`src/rtl/lsu.sv`:
```
// MEM-stage load/store unit: one single-beat req/ready bus transaction per load/store,
// with byte-lane alignment of store data, load extraction/extension and fault reporting.
module lsu #(
    parameter int TIMEOUT_CYCLES = 255
) (
    input  logic        clk,
    input  logic        rst_n,
    input  logic        flush,
    input  logic        mem_read,
    input  logic        mem_write,
    input  logic [1:0]  mem_size,
    input  logic        mem_unsigned,
    input  logic [31:0] addr,
    input  logic [31:0] wdata,
    output logic        stall,
    output logic [31:0] load_data,
    output logic        load_valid,
    output logic        access_err,
    output logic        bus_req,
    output logic        bus_we,
    output logic [31:0] bus_addr,
    output logic [3:0]  bus_be,
    output logic [31:0] bus_wdata,
    input  logic        bus_ready,
    input  logic [31:0] bus_rdata,
    input  logic        bus_err
);
    typedef enum logic [1:0] {IDLE, ACCESS, DONE} state_t;

    state_t      state_reg, state_next;
    logic [7:0]  count_reg;
    logic        we_reg, uns_reg, err_reg, timeout_reg, bus_req_reg;
    logic [1:0]  size_reg, off_reg;
    logic [31:0] bus_addr_reg, wdata_reg, rdata_reg, load_data_reg;
    logic [3:0]  be_reg;

    logic        req, illegal, start, last_wait;
    logic [3:0]  be_calc;
    logic [31:0] wdata_calc, load_ext;
    logic [7:0]  byte_sel;
    logic [15:0] half_sel;

    assign req       = mem_read | mem_write;
    assign illegal   = (mem_size == 2'b11) || (mem_read && mem_write) ||
                       (mem_size == 2'b01 && addr[0]) ||
                       (mem_size == 2'b10 && addr[1:0] != 2'b00);
    assign last_wait = (count_reg == 8'(TIMEOUT_CYCLES - 1));

    always_comb begin
        be_calc    = 4'b1111;
        wdata_calc = wdata;
        case (mem_size)
            2'b00: begin
                be_calc    = 4'b0001 << addr[1:0];
                wdata_calc = {4{wdata[7:0]}};
            end
            2'b01: begin
                be_calc    = addr[1] ? 4'b1100 : 4'b0011;
                wdata_calc = {2{wdata[15:0]}};
            end
            default: ;
        endcase
    end

    // Extraction works from the captured word and the latched offset/size, so the
    // result is independent of whatever the pipeline presents during DONE.
    assign byte_sel = rdata_reg[8*off_reg +: 8];
    assign half_sel = rdata_reg[16*off_reg[1] +: 16];

    always_comb begin
        load_ext = rdata_reg;
        case (size_reg)
            2'b00:   load_ext = {{24{byte_sel[7] & ~uns_reg}}, byte_sel};
            2'b01:   load_ext = {{16{half_sel[15] & ~uns_reg}}, half_sel};
            default: ;
        endcase
    end

    always_comb begin
        state_next = state_reg;
        stall      = 1'b0;
        access_err = 1'b0;
        load_valid = 1'b0;
        start      = 1'b0;
        case (state_reg)
            IDLE: begin
                if (req && !flush) begin
                    if (illegal) begin
                        access_err = 1'b1;
                    end else begin
                        start      = 1'b1;
                        stall      = 1'b1;
                        state_next = ACCESS;
                    end
                end
            end
            ACCESS: begin
                stall = 1'b1;
                if (bus_ready || last_wait) state_next = DONE;
            end
            DONE: begin
                state_next = IDLE;
                if (err_reg || timeout_reg) access_err = 1'b1;
                else if (!we_reg && !flush)  load_valid = 1'b1;
            end
            default: state_next = IDLE;
        endcase
    end

    always_ff @(posedge clk or negedge rst_n) begin
        if (!rst_n) state_reg <= IDLE;
        else        state_reg <= state_next;
    end

    always_ff @(posedge clk or negedge rst_n) begin
        if (!rst_n) begin
            count_reg     <= '0;
            we_reg        <= 1'b0;
            uns_reg       <= 1'b0;
            err_reg       <= 1'b0;
            timeout_reg   <= 1'b0;
            bus_req_reg   <= 1'b0;
            size_reg      <= '0;
            off_reg       <= '0;
            bus_addr_reg  <= '0;
            wdata_reg     <= '0;
            rdata_reg     <= '0;
            load_data_reg <= '0;
            be_reg        <= '0;
        end else begin
            if (start) begin
                we_reg       <= mem_write;
                uns_reg      <= mem_unsigned;
                size_reg     <= mem_size;
                off_reg      <= addr[1:0];
                bus_addr_reg <= {addr[31:2], 2'b00};
                be_reg       <= be_calc;
                wdata_reg    <= wdata_calc;
                count_reg    <= '0;
                err_reg      <= 1'b0;
                timeout_reg  <= 1'b0;
                bus_req_reg  <= 1'b1;
            end
            if (state_reg == ACCESS) begin
                if (bus_ready) begin
                    rdata_reg   <= bus_rdata;
                    err_reg     <= bus_err;
                    bus_req_reg <= 1'b0;
                end else if (last_wait) begin
                    timeout_reg <= 1'b1;
                    bus_req_reg <= 1'b0;
                end else begin
                    count_reg <= count_reg + 8'd1;
                end
            end
            if (load_valid) load_data_reg <= load_ext;
        end
    end

    assign load_data = load_valid ? load_ext : load_data_reg;
    assign bus_req   = bus_req_reg;
    assign bus_we    = we_reg;
    assign bus_addr  = bus_addr_reg;
    assign bus_be    = be_reg;
    assign bus_wdata = wdata_reg;
endmodule

```
`config.mk`:
```
export PLATFORM = sky130hd
export DESIGN_NAME = lsu
export DESIGN_NICKNAME = d
export VERILOG_FILES = /design/src/rtl/lsu.sv
export SDC_FILE = /design/constraint.sdc
export NUM_CORES = 1
export LEC_CHECK = 0
export ABC_AREA = 0
export BUFFER_PORTS_ARGS = -buffer_cell sky130_fd_sc_hd__buf_4
export CORE_ASPECT_RATIO = 2
export CORE_UTILIZATION = 30
export CTS_CLUSTER_DIAMETER = 150
export CTS_CLUSTER_SIZE = 20
export DETAILED_ROUTE_END_ITERATION = 10
export PLACE_DENSITY = 0.54
export SYNTH_ARGS = -nofsm -noshare
export SYNTH_HDL_FRONTEND = slang
export SYNTH_SLANG_ARGS = --single-unit
export TNS_END_PERCENT = 10
```
`constraint.sdc`:
```
create_clock -name clk -period 5.93 [get_ports clk]
set_input_delay 0.2965 -clock clk [delete_from_list [all_inputs] [get_ports clk]]
set_output_delay 0.2965 -clock clk [all_outputs]
set_load 0.01 [all_outputs]
```
* Word level (Yosys, flattened, before mapping)
Cells that the tools add are included.
** Word-level totals
- Word-level logic and storage cells :: 85
- Output and inout port bits :: 105
- Bits in registers :: 149
** Cells by class
- Mux-type cells :: 35
- Add/subtract/negate cells :: 1
- Equal/unequal tests :: 10
- Shift-type cells :: 3
- Reductions and logical operators :: 18
- Bitwise logic cells :: 4
** Operators by type and width (number)
- one-hot mux 32 bit (2 select lines) :: 2
- two-way mux 32 bit :: 1
- two-way mux 8 bit :: 4
- variable part select 32 x 6 -> 16 bit :: 1
- variable part select 32 x 6 -> 8 bit :: 1
- two-way mux 1 bit :: 20
- adder 8 x 1 -> 8 bit (second input constant) :: 1
- equality test 8 bit (second input constant) :: 1
- one-hot mux 4 bit (2 select lines) :: 1
- equality test 2 x 1 -> 1 bit (second input constant) :: 3
- equality test 2 bit (second input constant) :: 3
- logical NOT 2 bit :: 3
- two-way mux 2 bit :: 3
- != test 2 bit (second input constant) :: 3
- logical AND 1 bit :: 5
- logical OR 1 bit :: 5
- two-way mux 4 bit :: 1
- one-hot mux 1 bit (2 select lines) :: 2
- one-hot mux 2 bit (2 select lines) :: 1
- << shifter 1 x 2 -> 4 bit (first input constant) :: 1
- AND reduction 3 bit :: 1
- AND 1 bit :: 2
- logical NOT 1 bit :: 2
- AND reduction 2 bit :: 1
- 3 further kinds :: 3

* Longest topological paths before layout
Gate-level depths: netlist of run 1.
- Depth in word-level cells :: 11
- Depth in mapped cells :: 7

* Worst setup path before layout of run 1
No wires, ideal clock.
- Path kind :: reg2out
- From :: register off_reg[1]
- To :: output port load_data[20]
- Path buffers :: 2
- Arrival time :: 1.770 ns
- Cell stages (with the launch flop) :: 7
- Data required time :: 5.634 ns
- Setup slack :: 3.863 ns
- Path through :: dfrtp_1 -> clkbuf_1 -> mux2i_1 -> mux2i_1 -> a21oi_1 -> buf_2 -> a21oi_1
** Between the ends
- Longest elaborated chain between the ends :: 4
- Elaborated cells between the ends (all ways) :: 6
** Ends and longest elaborated chain
- start, declared :: line 33 : logic [1:0] size_reg, off_reg;
- start signal, assigned :: line 135 : off_reg <= addr[1:0];
- variable part select 32 x 6 -> 16 bit / variable part select 32 x 6 -> 8 bit (equally long branches) :: line 68, 67
- AND 1 bit, on equally long branches :: line 74, 73
- one-hot mux 32 bit (2 select lines) (*) :: line 72 : case (size_reg)
- two-way mux 32 bit (*)
- end, declared :: line 16 : output logic [31:0] load_data,
Every way passes the cells marked *; elsewhere a longest branch is shown, timed or not.

* Worst setup path after layout of run 1
- From :: register state_reg[0]
- To :: output port load_data[5]
** Between the ends
- Longest elaborated chain between the ends :: 3
** Ends and longest elaborated chain
- start, declared :: line 30 : state_t state_reg, state_next;
- start signal, assigned :: line 112 : else state_reg <= state_next;
- equality test 2 bit :: line 85 : case (state_reg)
- two-way mux 1 bit :: line 85
- two-way mux 32 bit
Every way passes these cells.

==> flow_metrics.tcl, run 1 <==
set metrics [dict create \
    worst_slew_pin_slew_ns 1.10 \
    post-synth-top-count-cell "dfrtp_1" \
    crit_type "flip-flop to output port" \
    critPathCaptureType "output port" \
    ys_ff_latch 149 \
    min_from "addr[0]" \
    min_to "bus_be[2]" \
    ioPinCount 211 \
    via_count 5099 \
    drtAntennaViolNets 0 \
    holdBufCountCts 1 \
    min_period_ns 3.76 \
    remaining_drc_errors 2 \
    synth_top_area_share_pct 54.2 \
    cts_tree "yes" \
    ys_warn_count 0 \
    final_max_slew_viol_count 0 \
    final_cells 1072 \
    antenna_found_initial 2 \
    peakVddDrop_mv 0.199 \
    hold_violations 0 \
    fillers 2186 \
    r2r_slack_ns 2.96 \
    multi_input_area_um2 2890 \
    max_freq_mhz 266 \
    critPathRequiredTime_ns 5.63 \
    io_buffers 208 \
    hp-class "input port to flip-flop" \
    area_growth_pct 35.1 \
    p_leak_nw 4.40 \
    synth_ff_type "dfrtp_1" \
    power_density_nw_per_um2 464 \
    preCtsSetupSlack_ns 2.49 \
    initial_utilization_pct 30.5 \
    num_rows 78 \
    post_cts_resized 0 \
    drive_gt1_share_pct 43.4 \
    cts_root_buf "clkbuf_16" \
    post-place-cells 1037 \
    synth_edf_count 0 \
    viasPerCell 4.76 \
    htreeDepth 4 \
    relSlewSlack_pct 26.5 \
    r2r-end "bus_wdata[15]" \
    setup_violations 0 \
    clock_path_buffers 2 \
    grt_pass1_vias 5295 \
    numCtsBuffers 17 \
    outcome "finished, violations left" \
    ys_async_sr_fraction_pct 100 \
    clkTransAtPathRegs_ns 0.06 \
    synth_top_cells_by_count "dfrtp_1, o21ai_0, mux2_2, nand2_1, mux2_4" \
    setup_slack_ns 2.17 \
    wl_per_cell_um 18.5 \
    netlist_area_um2 6880 \
    grt_overflow_total 0 \
    fin_crit_sh_pct 63.5 \
    routabilityCongestion 0.771 \
    worst-r2r-cell-count 3 \
    die_h_um 216 \
    tns_ns 0 \
    clock_sinks 149 \
    postSynthCellCount 579 \
    final_net_count 885 \
    regArea_um2 3730 \
    worstHoldPathCells 2 \
    syn_avg_cell_area_um2 11.9 \
    crit_fanout 29 \
    cp-start-kind "flip-flop" \
    cts_setup_buffers 0 \
    violations "DRC" \
    rsz0062_at_grt "no" \
    dpl.hpwl_um 14500 \
    fp.coreArea_um2 22500 \
    die_w_um 109 \
    clock_latency_ns 0.44 \
    routed_wirelength_um 19800 \
    drt_iter0_drc 125 \
    grt_pass1_wl_um 30400 \
    grt_max_degree 93 \
    arrival_ns 3.47 \
    yosys.cell_types.count 54 \
    ys_seq_area_share_pct 54.2 \
    grt_util_all_layers_pct 17.6 \
    final_util_pct 41.2 \
    dieArea_um2 23600 \
    yosysTopAreaCell "dfrtp_1" \
    synth_area_leaders "dfrtp_1, mux2_2, mux2_4, o21ai_0, mux2i_1" \
    r2r-start "state_reg[1]" \
    firstDrtPassIters 9 \
    clock_skew_ns 0.00769 \
    max_cap_violations 0 \
]
==> cell usage in the layout (no fill, tap or decap), drive strengths merged, types with 6 or more instances in the layout <==
master and instances:
a21oi 23, buf 214, clkbuf 19, dfrtp 149, inv 14, mux2 93, mux2i 35, nand2 49
nand2b 6, nor2 29, o21ai 74
==> metal layers <==
metal	vias to the layer above	part of all wire (%)	global-route usage, %
li1	2429	-	-
met1	2495	36	18.6
met2	146	56	31.7
met3	29	4.8	4.06
met4	0	3.2	8.74
met5	-	0	0
==> worst max-delay path by stage <==
stage | start | endpoint | slack [ns]
6_report | state_reg[0] | load_data[5] | 2.17
5_1_grt | state_reg[0] | load_data[5] | 1.82
4_1_cts | state_reg[0] | load_data[5] | 2.02
3_5_place_dp | state_reg[0] | load_data[5] | 2.49
3_3_place_gp | state_reg[0] | load_data[5] | 2.59
2_1_floorplan | off_reg[1] | load_data[20] | 3.86
==> stage by stage <==
stage	hold WS [ns]	cell area, um^2	total power [mW]
finish	0.0836	9290	4.31
global route	0.0631	9290	4.57
CTS	0.0579	9290	4.38
detailed placement	0.460	8630	3.14
global placement	0.466	8630	3.14
floorplan	0.000909	6890	2.40
==> cell families after synthesis <==
group,Yosys count,share of synthesized area (%)
adder cells (fa/ha/maj),2,0.364
AND/OR/NAND/NOR,118,8.20
flip-flops,149,54.2
other,1,0.0545
buffers and inverters,51,3.89
XOR/XNOR,5,0.636
AO/OA/AOI/OAI,125,10.4
multiplexers,128,22.3
==> power breakdown <==
group / internal, mW / leakage, nW / switching [mW]
Sequential: 1.41 / 1.82 / 0.276
Combinational: 0.787 / 2.27 / 0.641
Clock: 0.756 / 0.309 / 0.448
==> critical path: stages (launching register included) <==
cell	delay (ns)
dfrtp_1	0.42
nor4_1	0.29
nand3b_1	0.61
inv_1	0.95
o21ai_0	0.18
o21ai_0	0.36
buf_4	0.19
==> layout make-up <==
type | instances | area share (%)
Sequential cell | 149 | 40.1
Multi-Input combinational cell | 380 | 31.1
Timing Repair Buffer | 215 | 17.4
Clock buffer | 19 | 4.77
Tap cell | 280 | 3.77
Clock inverter | 13 | 2.21
Inverter | 14 | 0.565
Antenna cell | 2 | 0.0539
(Power assumes the default switching activity.)
==> run 2, diff against run 1 <==
--- a/config.mk
+++ b/config.mk
@@ -5,14 +5,14 @@
 export SDC_FILE = /design/constraint.sdc
 export NUM_CORES = 1
 export LEC_CHECK = 0
-export ABC_AREA = 0
+export ABC_AREA = 1
 export BUFFER_PORTS_ARGS = -buffer_cell sky130_fd_sc_hd__buf_4
 export CORE_ASPECT_RATIO = 2
 export CORE_UTILIZATION = 30
 export CTS_CLUSTER_DIAMETER = 150
 export CTS_CLUSTER_SIZE = 20
 export DETAILED_ROUTE_END_ITERATION = 10
-export PLACE_DENSITY = 0.54
+export PLACE_DENSITY = 0.57
 export SYNTH_ARGS = -nofsm -noshare
 export SYNTH_HDL_FRONTEND = slang
 export SYNTH_SLANG_ARGS = --single-unit
==> constraint.sdc (replaced) <==
create_clock -name clk -period 3.1 [get_ports clk]
set_input_delay 0.155 -clock clk [delete_from_list [all_inputs] [get_ports clk]]
set_output_delay 0.155 -clock clk [all_outputs]
set_load 0.01 [all_outputs]
==> flow_metrics.tcl, run 2 <==
set metrics [dict create \
    syn_avg_cell_area_um2 8.46 \
    clock_latency_ns 0.45 \
    clock_skew_ns 0.00786 \
    io_buffers 208 \
    min_period_ns 2.70 \
    cp-start-kind "flip-flop" \
    yosysTopAreaCell "dfrtp_1" \
    relSlewSlack_pct 49.6 \
    post_cts_resized 0 \
    min_from "wdata[23]" \
    rsz0062_at_grt "no" \
    synth_edf_count 0 \
    synth_top_cells_by_count "nand2_1, dfrtp_1, a21oi_1, nor2_1, o21ai_0" \
    critPathCaptureType "output port" \
    cp_cell_sequence "inv_1 -> nand2_2 -> nor2_4 -> nand2_1 -> nand3_1 -> nand2_2 -> a21oi_1 -> buf_4" \
    drive_gt1_share_pct 26.1 \
    final_net_count 1175 \
    layout_commonest_cell "nand2_1" \
    ys_async_sr_fraction_pct 100 \
    r2r-start "state_reg[0]" \
    tns_ns 0 \
    wl_per_cell_um 15.9 \
    yosys.cell_types.count 29 \
    p_leak_nw 5.14 \
    crit_start "size_reg[1]" \
    post-synth-top-count-cell "nand2_1" \
    grt_overflow_total 0 \
    grt_pass1_wl_um 33600 \
    hp-class "input port to flip-flop" \
    die_w_um 107 \
    outcome "finished, final reports clean" \
    r2r_slack_ns 0.91 \
    cp_slowest_cell "dfrtp_1" \
    max_freq_mhz 371 \
    firstDrtPassIters 4 \
    diodes 0 \
    fp.coreArea_um2 21700 \
    dieArea_um2 22800 \
    final_max_slew_viol_count 0 \
    numCtsBuffers 17 \
    drtAntennaViolNets 0 \
    critPathRequiredTime_ns 2.94 \
    htreeDepth 4 \
    viasPerCell 4.58 \
    fin_crit_sh_pct 87.0 \
    num_rows 76 \
    worst_slew_pin_slew_ns 0.756 \
    netlist_area_um2 6650 \
    power_density_nw_per_um2 799 \
    synth_area_leaders "dfrtp_1, nand2_1, a21oi_1, mux2_2, o21ai_0" \
    ys_warn_count 0 \
    final_cell_mix "nand2_1, buf_4, dfrtp_1, dlygate4sd3_1, a21oi_1" \
    post-place-cells 1234 \
    peakVddDrop_mv 0.454 \
    routabilityCongestion 0.794 \
    synth_ff_type "dfrtp_1" \
    clock_path_buffers 2 \
    area_growth_pct 50.7 \
    die_h_um 213 \
    max_cap_violations 0 \
    crit_fanout 18 \
    remaining_drc_errors 0 \
    drt_iter0_drc 278 \
    clkTransAtPathRegs_ns 0.06 \
    clock_sinks 149 \
    hold_violations 0 \
    via_count 6203 \
    antenna_found_initial 0 \
    fillers 2103 \
    arrival_ns 2.54 \
    setup_violations 0 \
    final_util_pct 46.2 \
    ys_seq_area_share_pct 56.0 \
    initial_utilization_pct 30.7 \
    ioPinCount 211 \
    dpl_cell_area_um2 8450 \
    final_cells 1353 \
    dpl.hpwl_um 15000 \
    postSynthCellCount 786 \
    grt_max_degree 73 \
    total_power_mw 8.01 \
    grt_util_all_layers_pct 19.9 \
    grt_pass1_vias 6326 \
    synth_top_area_share_pct 56.0 \
    routed_wirelength_um 21500 \
    ys_ff_latch 149 \
    cp_common_cell "nand2_2" \
    cts_tree "yes" \
    slowest_delay_ns 0.61 \
    crit_type "flip-flop to output port" \
    stdcell_area_um2 10000 \
    cts_root_buf "clkbuf_16" \
]
==> run 2: cell count changes after synthesis, sizes merged, moves of 5 or more <==
cell    before  now
mux2i       35    0
inv         14   47
nand2b       6    0
a21boi       5    0
nor2        29   52
nand4        2   11
clkbuf      22   17
nand2       49  286
and2         5    0
mux2        93   25
a21oi       23   69
buf         15   25
nand3        4   23
==> run 2: layout make-up <==
cell class | count | area [um^2] | area share, %
clock buffers | 20 | 457 | 4.55
repair buffers | 303 | 2520 | 25.1
well taps | 273 | 342 | 3.41
multi-input cells | 547 | 2550 | 25.4
clock inverters | 12 | 246 | 2.46
inverters | 49 | 184 | 1.83
flip-flops and latches | 149 | 3730 | 37.2
==> run 2: final timing paths <==
check / cells past startpoint / end
worst min register to register: 2 / bus_addr[4]
worst max register to register: 7 / bus_addr[6]
worst max-delay path: 8 / load_data[19]
max in group asynchronous: 3 / load_data_reg[26]
worst min-delay path: 5 / bus_wdata[23]
min in group asynchronous: 2 / bus_addr[7]
==> run 2: kinds of logic (layout without fill, tap and decap cells) <==
| family | after synthesis | count (layout) | share of synthesized area, % |
|---|---|---|---|
| AND/OR/NAND/NOR | 374 | 374 | 22.3 |
| flip-flops | 149 | 149 | 56.0 |
| AO/OA/AOI/OAI | 144 | 144 | 11.1 |
| buffers and inverters | 91 | 384 | 5.85 |
| multiplexers | 25 | 25 | 4.23 |
| adder cells (fa/ha/maj) | 2 | 2 | 0.376 |
| other | 1 | 2 | 0.0564 |
==> run 2: stage by stage <==
step | hold WS (ns) | setup WS (ns)
3_5_place_dp | 0.108 | 0.823
3_3_place_gp | 0.111 | 0.852
6_report | 0.0229 | 0.403
5_1_grt | 0.0324 | 0.246
2_1_floorplan | -0.141 | 1.51
4_1_cts | 0.00250 | 0.375
==> run 2: report_power, final <==
group | leakage [nW] | internal (mW) | switching (mW) | total [mW]
Combinational | 2.94 | 1.20 | 1.35 | 2.55
Clock | 0.345 | 1.64 | 0.850 | 2.49
Sequential | 1.86 | 2.60 | 0.380 | 2.98
Total | 5.14 | 5.43 | 2.58 | 8.01
==> run 2: worst max-delay path: cells and delay by family (launching register included) <==
family | cells | cell delay (ns)
and+or+nand+nor | 5 | 0.82
DFF | 1 | 0.61
AOI/OAI and AO/OA | 1 | 0.32
buffers and inverters | 2 | 0.33
==> run 2: layer usage <==
layer	vias up	part of all wire, %	global-route usage (%)	routed length [um]
met5	-	0	0	0
met4	0	2.9	9.59	626
met3	32	3.9	4.17	836
met2	166	57	37.5	12300
met1	2923	36	20.3	7770
li1	3082	-	-	-
==> run 2: what timing repair did <==
| item | 4_1_cts | 5_1_grt |
|---|---|---|
| hold endpoints to repair | 125 | 0 |
| hold buffers | 87 | 0 |
| setup buffers | 0 | 0 |
